**src/rtl/dcache_refill_pkg.sv**
```systemverilog
// Shared types and helpers for the dcache refill read controller.
// FSM state encoding, AXI response codes and line geometry helpers.
package dcache_refill_pkg;

    typedef enum logic [2:0] {
        IDLE,
        AR,
        RDATA,
        DRAIN,
        DELIVER
    } state_e;

    localparam logic [1:0] AXI_RESP_OKAY   = 2'b00;
    localparam logic [1:0] AXI_RESP_EXOKAY = 2'b01;
    localparam logic [1:0] AXI_RESP_SLVERR = 2'b10;
    localparam logic [1:0] AXI_RESP_DECERR = 2'b11;

    function automatic int beats(input int line_w, input int axi_dw);
        return line_w / axi_dw;
    endfunction

    function automatic int ofs_w(input int line_w);
        return $clog2(line_w / 8);
    endfunction

endpackage

```
**src/rtl/dcache_refill_line_asm.sv**
```systemverilog
// Beat counter and line buffer: writes beats little-endian, flags
// over-run, under-run and error responses into one sticky error bit.
// Ports: clk_i, rst_ni, clear, beat, data, resp, last, err_set -> line, err.
module dcache_refill_line_asm
    import dcache_refill_pkg::*;
#(
    parameter int AXI_DW = 8,
    parameter int LINE_W = 16
) (
    input  logic              clk_i,
    input  logic              rst_ni,
    input  logic              clear,
    input  logic              beat,
    input  logic [AXI_DW-1:0] data,
    input  logic [1:0]        resp,
    input  logic              last,
    input  logic              err_set,
    output logic [LINE_W-1:0] line,
    output logic              err
);

    localparam int BEATS = beats(LINE_W, AXI_DW);
    localparam int CNT_W = $clog2(BEATS + 1);

    logic [CNT_W-1:0]  cnt_q;
    logic [LINE_W-1:0] line_q;
    logic              err_q;
    logic              full;
    logic              short;
    logic              bad_resp;

    assign full     = (cnt_q == CNT_W'(BEATS));
    // last arriving anywhere but the final slot means a short burst
    assign short    = last && (cnt_q != CNT_W'(BEATS - 1));
    assign bad_resp = (resp == AXI_RESP_SLVERR) ||
                      (resp == AXI_RESP_DECERR);

    always_ff @(posedge clk_i or negedge rst_ni) begin
        if (!rst_ni) begin
            cnt_q  <= '0;
            line_q <= '0;
            err_q  <= 1'b0;
        end else if (clear) begin
            cnt_q  <= '0;
            line_q <= '0;
            err_q  <= 1'b0;
        end else begin
            if (beat) begin
                for (int k = 0; k < BEATS; k++) begin
                    if (cnt_q == CNT_W'(k))
                        line_q[k*AXI_DW +: AXI_DW] <= data;
                end
                if (!full)
                    cnt_q <= cnt_q + 1'b1;
            end
            if (err_set || (beat && (bad_resp || full || short)))
                err_q <= 1'b1;
        end
    end

    assign line = line_q;
    assign err  = err_q;

endmodule

```
**src/rtl/dcache_refill_rd_ctrl.sv**
```systemverilog
// Dcache refill read controller: one AXI INCR burst per line miss,
// beats assembled into a line and handed to the dcache write port.
// Ports: miss req/gnt, AXI AR/R master, line valid/ready, busy.
// Optional watchdog with DRAIN state: define DCACHE_REFILL_TIMEOUT_EN.
module dcache_refill_rd_ctrl
    import dcache_refill_pkg::*;
#(
    parameter int ADDR_W      = 32,
    parameter int AXI_DW      = 8,
    parameter int LINE_W      = 16,
    parameter int TIMEOUT_CYC = 1024
) (
    input  logic              clk_i,
    input  logic              rst_ni,
    input  logic              miss_req_i,
    input  logic [ADDR_W-1:0] miss_addr_i,
    output logic              miss_gnt_o,
    output logic              ar_valid_o,
    input  logic              ar_ready_i,
    output logic [ADDR_W-1:0] ar_addr_o,
    output logic [7:0]        ar_len_o,
    input  logic              r_valid_i,
    output logic              r_ready_o,
    input  logic [AXI_DW-1:0] r_data_i,
    input  logic [1:0]        r_resp_i,
    input  logic              r_last_i,
    output logic              line_valid_o,
    input  logic              line_ready_i,
    output logic [LINE_W-1:0] line_data_o,
    output logic [ADDR_W-1:0] line_addr_o,
    output logic              line_err_o,
    output logic              busy_o
);

    localparam int BEATS = beats(LINE_W, AXI_DW);
    localparam int OFS_W = ofs_w(LINE_W);
    localparam logic [ADDR_W-1:0] OFS_MASK = ADDR_W'((1 << OFS_W) - 1);

    if ((LINE_W % AXI_DW) != 0 || LINE_W < AXI_DW ||
        TIMEOUT_CYC < 1) begin : g_bad_cfg
        $error("dcache_refill_rd_ctrl: bad parameters");
    end

    state_e            state_q;
    state_e            state_d;
    logic [ADDR_W-1:0] addr_q;
    logic              clear;
    logic              beat;
    logic              err_set;
    logic              to_flag;
    logic              asm_err;
    logic              expired;

    assign clear = (state_q == IDLE) && miss_req_i;
    // DRAIN beats are dropped, so only RDATA feeds the assembler
    assign beat  = (state_q == RDATA) && r_valid_i;

`ifdef DCACHE_REFILL_TIMEOUT_EN
    localparam int WD_W = $clog2(TIMEOUT_CYC + 1);

    logic [WD_W-1:0] wd_q;
    logic            to_q;
    logic            waiting;

    assign waiting = (state_q == AR) || (state_q == RDATA);
    assign expired = waiting && (wd_q == WD_W'(TIMEOUT_CYC - 1));

    always_ff @(posedge clk_i or negedge rst_ni) begin
        if (!rst_ni) begin
            wd_q <= '0;
            to_q <= 1'b0;
        end else begin
            if (clear) begin
                wd_q <= '0;
                to_q <= 1'b0;
            end else if (beat) begin
                wd_q <= '0;
            end else if (waiting && !expired) begin
                wd_q <= wd_q + 1'b1;
            end
            // AR must keep valid high, so only flag the line
            if (state_q == AR && expired)
                to_q <= 1'b1;
        end
    end

    assign to_flag = to_q;
    assign err_set = (state_q == RDATA) && expired && !r_valid_i;
`else
    assign expired = 1'b0;
    assign to_flag = 1'b0;
    assign err_set = 1'b0;
`endif

    always_ff @(posedge clk_i or negedge rst_ni) begin
        if (!rst_ni) begin
            state_q <= IDLE;
            addr_q  <= '0;
        end else begin
            state_q <= state_d;
            if (clear)
                addr_q <= miss_addr_i & ~OFS_MASK;
        end
    end

    always_comb begin
        state_d = state_q;
        unique case (state_q)
            IDLE:    if (miss_req_i) state_d = AR;
            AR:      if (ar_ready_i) state_d = RDATA;
            RDATA: begin
                if (r_valid_i && r_last_i)
                    state_d = DELIVER;
                else if (expired && !r_valid_i)
                    state_d = DRAIN;
            end
`ifdef DCACHE_REFILL_TIMEOUT_EN
            DRAIN:   if (r_valid_i && r_last_i) state_d = DELIVER;
`endif
            DELIVER: if (line_ready_i) state_d = IDLE;
            default: state_d = IDLE;
        endcase
    end

    always_comb begin
        miss_gnt_o   = 1'b0;
        ar_valid_o   = 1'b0;
        ar_len_o     = 8'd0;
        r_ready_o    = 1'b0;
        line_valid_o = 1'b0;
        busy_o       = (state_q != IDLE);
        unique case (state_q)
            IDLE:    miss_gnt_o = miss_req_i;
            AR: begin
                ar_valid_o = 1'b1;
                ar_len_o   = 8'(BEATS - 1);
            end
            RDATA:   r_ready_o = 1'b1;
            DRAIN:   r_ready_o = 1'b1;
            DELIVER: line_valid_o = 1'b1;
            default: ;
        endcase
    end

    dcache_refill_line_asm #(
        .AXI_DW (AXI_DW),
        .LINE_W (LINE_W)
    ) u_line_asm (
        .clk_i   (clk_i),
        .rst_ni  (rst_ni),
        .clear   (clear),
        .beat    (beat),
        .data    (r_data_i),
        .resp    (r_resp_i),
        .last    (r_last_i),
        .err_set (err_set),
        .line    (line_data_o),
        .err     (asm_err)
    );

    assign ar_addr_o   = addr_q;
    assign line_addr_o = addr_q;
    assign line_err_o  = asm_err | to_flag;

endmodule
```
**config.mk**
```make
export PLATFORM = sky130hd
export DESIGN_NAME = dcache_refill_rd_ctrl
export DESIGN_NICKNAME = d
export VERILOG_FILES = /design/src/rtl/dcache_refill_pkg.sv /design/src/rtl/dcache_refill_line_asm.sv /design/src/rtl/dcache_refill_rd_ctrl.sv
export SDC_FILE = /design/constraint.sdc
export NUM_CORES = 1
export LEC_CHECK = 0
export CELL_PAD_IN_SITES_DETAIL_PLACEMENT = 0
export CELL_PAD_IN_SITES_GLOBAL_PLACEMENT = 2
export CORE_ASPECT_RATIO = 0.7
export CORE_MARGIN = 1
export CORE_UTILIZATION = 22
export DETAILED_ROUTE_END_ITERATION = 10
export PLACE_DENSITY = 0.81
export SYNTH_ARGS = -nofsm -noshare
export SYNTH_HDL_FRONTEND = slang
export SYNTH_SLANG_ARGS = --single-unit
```
**constraint.sdc**
```tcl
create_clock -name clk_i -period 2.8 [get_ports clk_i]
set_input_delay 0.56 -clock clk_i [delete_from_list [all_inputs] [get_ports clk_i]]
set_output_delay 0.56 -clock clk_i [all_outputs]
set_load 0.01 [all_outputs]
```
Word level (Yosys, flattened, before mapping) --
Cells that the tools add are included.
Operators by class: $add $sub $neg 1, equal/unequal tests 14, mux-type cells 19, reductions and logical operators 20
Operator list (number):
- $mux 16 | 2
- $mux 8 | 2
- $mux 3 | 4
- $pmux 3 s4 | 1
- $ne 2x2->1 const B | 4
- $reduce_bool 2->1 | 4
- $mux 1 | 7
- $eq 2x2->1 const B | 3
- $eq 3x2->1 const B | 2
- $mux 2 | 3
- $reduce_and 2->1 | 3
- $logic_and 1x1->1 | 5
- $ne 2x1->1 const B | 2
- $reduce_and 4->1 | 1
- $eq 3x1->1 const B | 1
- $eq 3x3->1 const B | 1
- $logic_not 3->1 | 1
- $logic_or 1x1->1 | 3
- $reduce_bool 3->1 | 1
- $add 2x1->2 const B | 1
- $eq 2x1->1 const B | 1
- $logic_not 2->1 | 1
- $reduce_or 2->1 | 1
Word-level totals: register bits after elaboration 53

Logic depth before layout (Yosys ltp) --
word-level depth 7, gate-level depth with buffers 7

By module --
Synthesis repeated with hierarchy kept, for this count alone.
Unflattened totals: cell total of the unflattened synthesis 218, area total of the unflattened synthesis 2676.3 um^2
Modules (own cells, without submodules):
- dcache_refill_rd_ctrl | times used 1, cells each 129, area each 1821.7 um^2
- dcache_refill_line_asm | times used 1, cells each 89, area each 854.6 um^2

Worst setup path before layout --
Ideal clock, no wire load.
path kind input port to output port, start input miss_req_i, end output miss_gnt_o, arrival 1.355 ns, required time 2.240 ns, setup slack 0.885 ns, cell stages on the path 4, buffers on the path 2, cells stage by stage or4b_1 buf_2 clkinv_2 buf_4
On the way: cells in the longest elaborated chain, start to end 1
Ends and longest elaborated chain:
- start: declaration | RTL line dcache_refill_rd_ctrl.sv:15 | input logic miss_req_i,
- $mux 1 | RTL line dcache_refill_rd_ctrl.sv:132 | unique case (state_q)
- end: declaration | RTL line dcache_refill_rd_ctrl.sv:17 | output logic miss_gnt_o,
Every way passes these cells.

Worst setup path in the final report --
Same ends and word-level chain as after synthesis.

==> key figures <==
Timing
  • Hold_ws: approximately 0.28 ns
  • Fin Clk Skew: 0.004115 ns
  • Setup TNS: 0 ns
  • Final Max Slew Viols: 0
  • Slew @ Worst Pin: between 0.6 and 0.7 ns
  • Min Tclk post-route: 2.408 ns
  • Final worst-path cycle share: 86.01%
  • Relative slew slack: 58.87%
  • Final setup viols: 0
  • Hold Vio Cnt, Final: 0
  • F_max: 415.2 MHz
  • RSZ-0062 raised after global routing: false

Routing
  • DR vias: 2,109
  • Initial drt markers: 86
  • Vias per inst: around 4.0
  • Final wirelength: roughly 6300 µm
  • DRT Pass-1 Iters: 4
  • DRC violations left: 0
  • Post-route ant nets: 0
  • WL/cell: 11.81 µm

Global route
  • Vias in the first global route: 1,981
  • Met1 Use GR: 14.61%
  • Initial antenna violation count: 0
  • Met2 Usage GRT: about 16%
  • GR Util met3: 4.026%
  • First-pass GRT wire length: approximately 10,000 µm
  • GRT Total Usage: 10.82%
  • Total gr overflow: 0
  • GRT busiest layer: met2
  • Largest net degree at the start of global routing: 49

Critical path
  • Max FO, Critical Path: 2
  • Cell Chain, Critical Path: clkdlybuf4s50_1 > or4b_2 > clkinv_2 > dlymetal6s2s_1
  • Family with the most delay on the worst path: buffers and inverters
  • Crit path kind: in2out
  • Critical Path AT: between 1.5 and 2 ns
  • Worst path required time: 2.24 ns
  • Largest stage delay on the critical path: 0.62 ns
  • CP Capture Type: primary output
  • Critical path buffers and inverters: 3
  • CP max-delay cell: or4b_2
  • Setup crit start kind: input port

Synthesis
  • Cells after Synth: ~290
  • Post-synth cell types: 27
  • Synth Register Bits: 53
  • Post-synthesis sequential area ratio: 52.27%
  • Avg Cell Area, Syn: between 8 and 9 µm²
  • Cell area after synthesis: 0.002537 mm²
  • Synthesis warning total: 0

Die
  • Die W: 130.4 µm
  • Die area: 0.01197 mm²
  • Placement Rows: 32
  • Die Ht: around 92 µm
  • Starting Density: 22.80%
  • Core Box Area: 0.01113 mm²
  • I/O pin count: 143

Finish
  • Post-layout net count: 431
  • Layout area overhead: 52.42%
  • Non-filler instance count after layout: about 530
  • Fraction of layout cells with a size suffix above 1: 4.474%
  • N_diodes: 0

CTS
  • H-tree Lvls: 2
  • Total CTS buffers: 5
  • Post-CTS setup buffers: 0
  • Root Driver: clkbuf_16
  • CTS tree: built
  • Clock Tree Buf Depth: 2
  • Clock latency at the later pin of the worst-skew pair: 0.28 ns
  • Clock transition at path regs: 0.06 ns
  • CTS Sinks: between 50 and 60
  • Post-cts sizing count: 0
  • Hold Buf Count CTS: 0

Power and ir drop
  • Lkg Pwr: 0.001738 µW
  • Power density over the cells: 1037 mW/mm²
  • Switching part of the total: 34.97%
  • Power share of the clock group: 16.0%
  • Internal power: 2609 µW
  • Seq pwr share: approximately a third
  • Maximum vdd drop: 0.8158 mV
  • Logic pwr share: 51.0%
  • Sw Pwr: approximately 1400 µW

Min path
  • Tightest Hold Check Type: in2async

Place
  • Hpwl dp: 4649 µm
  • Port bufs: 131
  • Placed Instances: 525
  • Routability cong.: 0.6719

Job
  • MaxCap Viol Count: 0

Run status
  • Status: finished, final reports clean
==> worst paths after layout <==
check / cells past startpoint / slack (ns) / startpoint / end
hold / removal: 1 / 0.28 / rst_ni / ar_addr_o[20]$_DFFE_PN0P_
hold reg to reg: 2 / 0.50 / ar_addr_o[1]$_DFFE_PN0P_ / ar_addr_o[1]$_DFFE_PN0P_
setup reg to reg: 4 / 0.91 / state_q[1]$_DFFE_PN0P_ / u_line_asm.cnt_q[0]$_DFFE_PN0P_
min in group clk_i: 2 / 0.50 / ar_addr_o[1]$_DFFE_PN0P_ / ar_addr_o[1]$_DFFE_PN0P_
setup / recovery: 4 / 0.39 / miss_req_i / miss_gnt_o
max in group asynchronous: 2 / 1.95 / rst_ni / ar_addr_o[24]$_DFFE_PN0P_
==> placed cells by master (no fill, tap or decap) <==
master / n
inv_1: 4
and4bb_2: 1
clkinv_2: 2
conb_1: 9
a21o_1: 1
nand2_1: 110
o31ai_1: 2
dfrtp_1: 53
o21ai_1: 9
nand3b_1: 3
or4b_2: 1
dlymetal6s2s_1: 1
clkdlybuf4s50_1: 129
nand4bb_1: 1
nor2_1: 2
a21oi_1: 3
nor2b_1: 2
buf_4: 4
o211ai_1: 1
nand3_1: 16
o21ai_0: 8
nor3b_1: 2
clkbuf_8: 2
clkbuf_16: 5
ha_1: 3
buf_12: 1
or3_1: 1
and2_0: 2
buf_2: 1
a32oi_1: 1
==> synth_stat cells, drive strengths merged <==
master | number | area (µm²)
nand2 | 110 | 412.9
dfrtp | 53 | 1326
buf | 52 | 389.1
o21ai | 17 | 85.08
nand3 | 16 | 80.08
clkbuf | 5 | 18.77
inv | 4 | 15.01
a21oi | 3 | 15.01
ha | 3 | 37.54
nand3b | 3 | 22.52
and2 | 2 | 12.51
nor2 | 2 | 7.510
nor2b | 2 | 12.51
nor3b | 2 | 15.01
o31ai | 2 | 15.01
a21o | 1 | 7.510
a32oi | 1 | 8.760
and4bb | 1 | 12.51
clkinv | 1 | 5.000
conb | 1 | 3.750
nand4bb | 1 | 11.26
o211ai | 1 | 7.510
or3 | 1 | 6.260
or4b | 1 | 10.01
==> layer usage <==
| layer | vias to the layer above | part of all wire [%] |
|---|---|---|
| li1 | 1041 | - |
| met1 | 979 | 47 |
| met2 | 84 | 43 |
| met3 | 5 | 9.2 |
| met4 | 0 | 0.37 |
| met5 | - | 0 |
==> power by group through the flow <==
| stage | Combinational (µW) | Sequential (µW) | Clock, µW |
|---|---|---|---|
| detailed placement | 2080 | 1340 | 0 |
| global placement | 2070 | 1330 | 0 |
| finish | 2050 | 1320 | 641 |
| floorplan | 1020 | 1430 | 0 |
| global route | 2250 | 1380 | 714 |
| CTS | 2080 | 1330 | 676 |
==> stage by stage <==
| step | setup WS [ns] | cell area [µm²] | power, µW | util, % |
|---|---|---|---|---|
| finish | 0.3916 | 3867 | 4012 | 34.75 |
| floorplan | 0.8853 | 2567 | 2449 | - |
| global placement | 0.01382 | 3707 | 3401 | 33.31 |
| CTS | 0.01537 | 3865 | 4095 | 34.72 |
| global route | 0.3131 | 3867 | 4349 | 34.75 |
| detailed placement | 0.02185 | 3707 | 3422 | 33.31 |
==> cell families (layout without fill, tap and decap cells) <==
group	count (synthesis)	after routing	share of synthesized area (%)
DFF	53	53	52.27
and+or+nand+nor	141	141	23.77
AOI/OAI and AO/OA	25	25	5.473
buffers and inverters	62	149	16.86
adders and majority gates	3	3	1.479
other	1	9	0.1478
==> state kept, by name (all words and copies together) (netlist names) <==
register	cells
ar_addr_o	31
u_line_asm.line	16
state_q	3
u_line_asm.cnt_q	2
u_line_asm.err	1
==> layout make-up <==
type	count	area, µm²
clock buffers	7	152.6
clock inverters	1	5.005
fillers	1142	7263
inverters	5	20.02
multi-input cells	178	813.3
flip-flops and latches	53	1326
well taps	153	191.4
repair buffers	136	1359
Note: power is estimated with default switching activity, not from simulation.
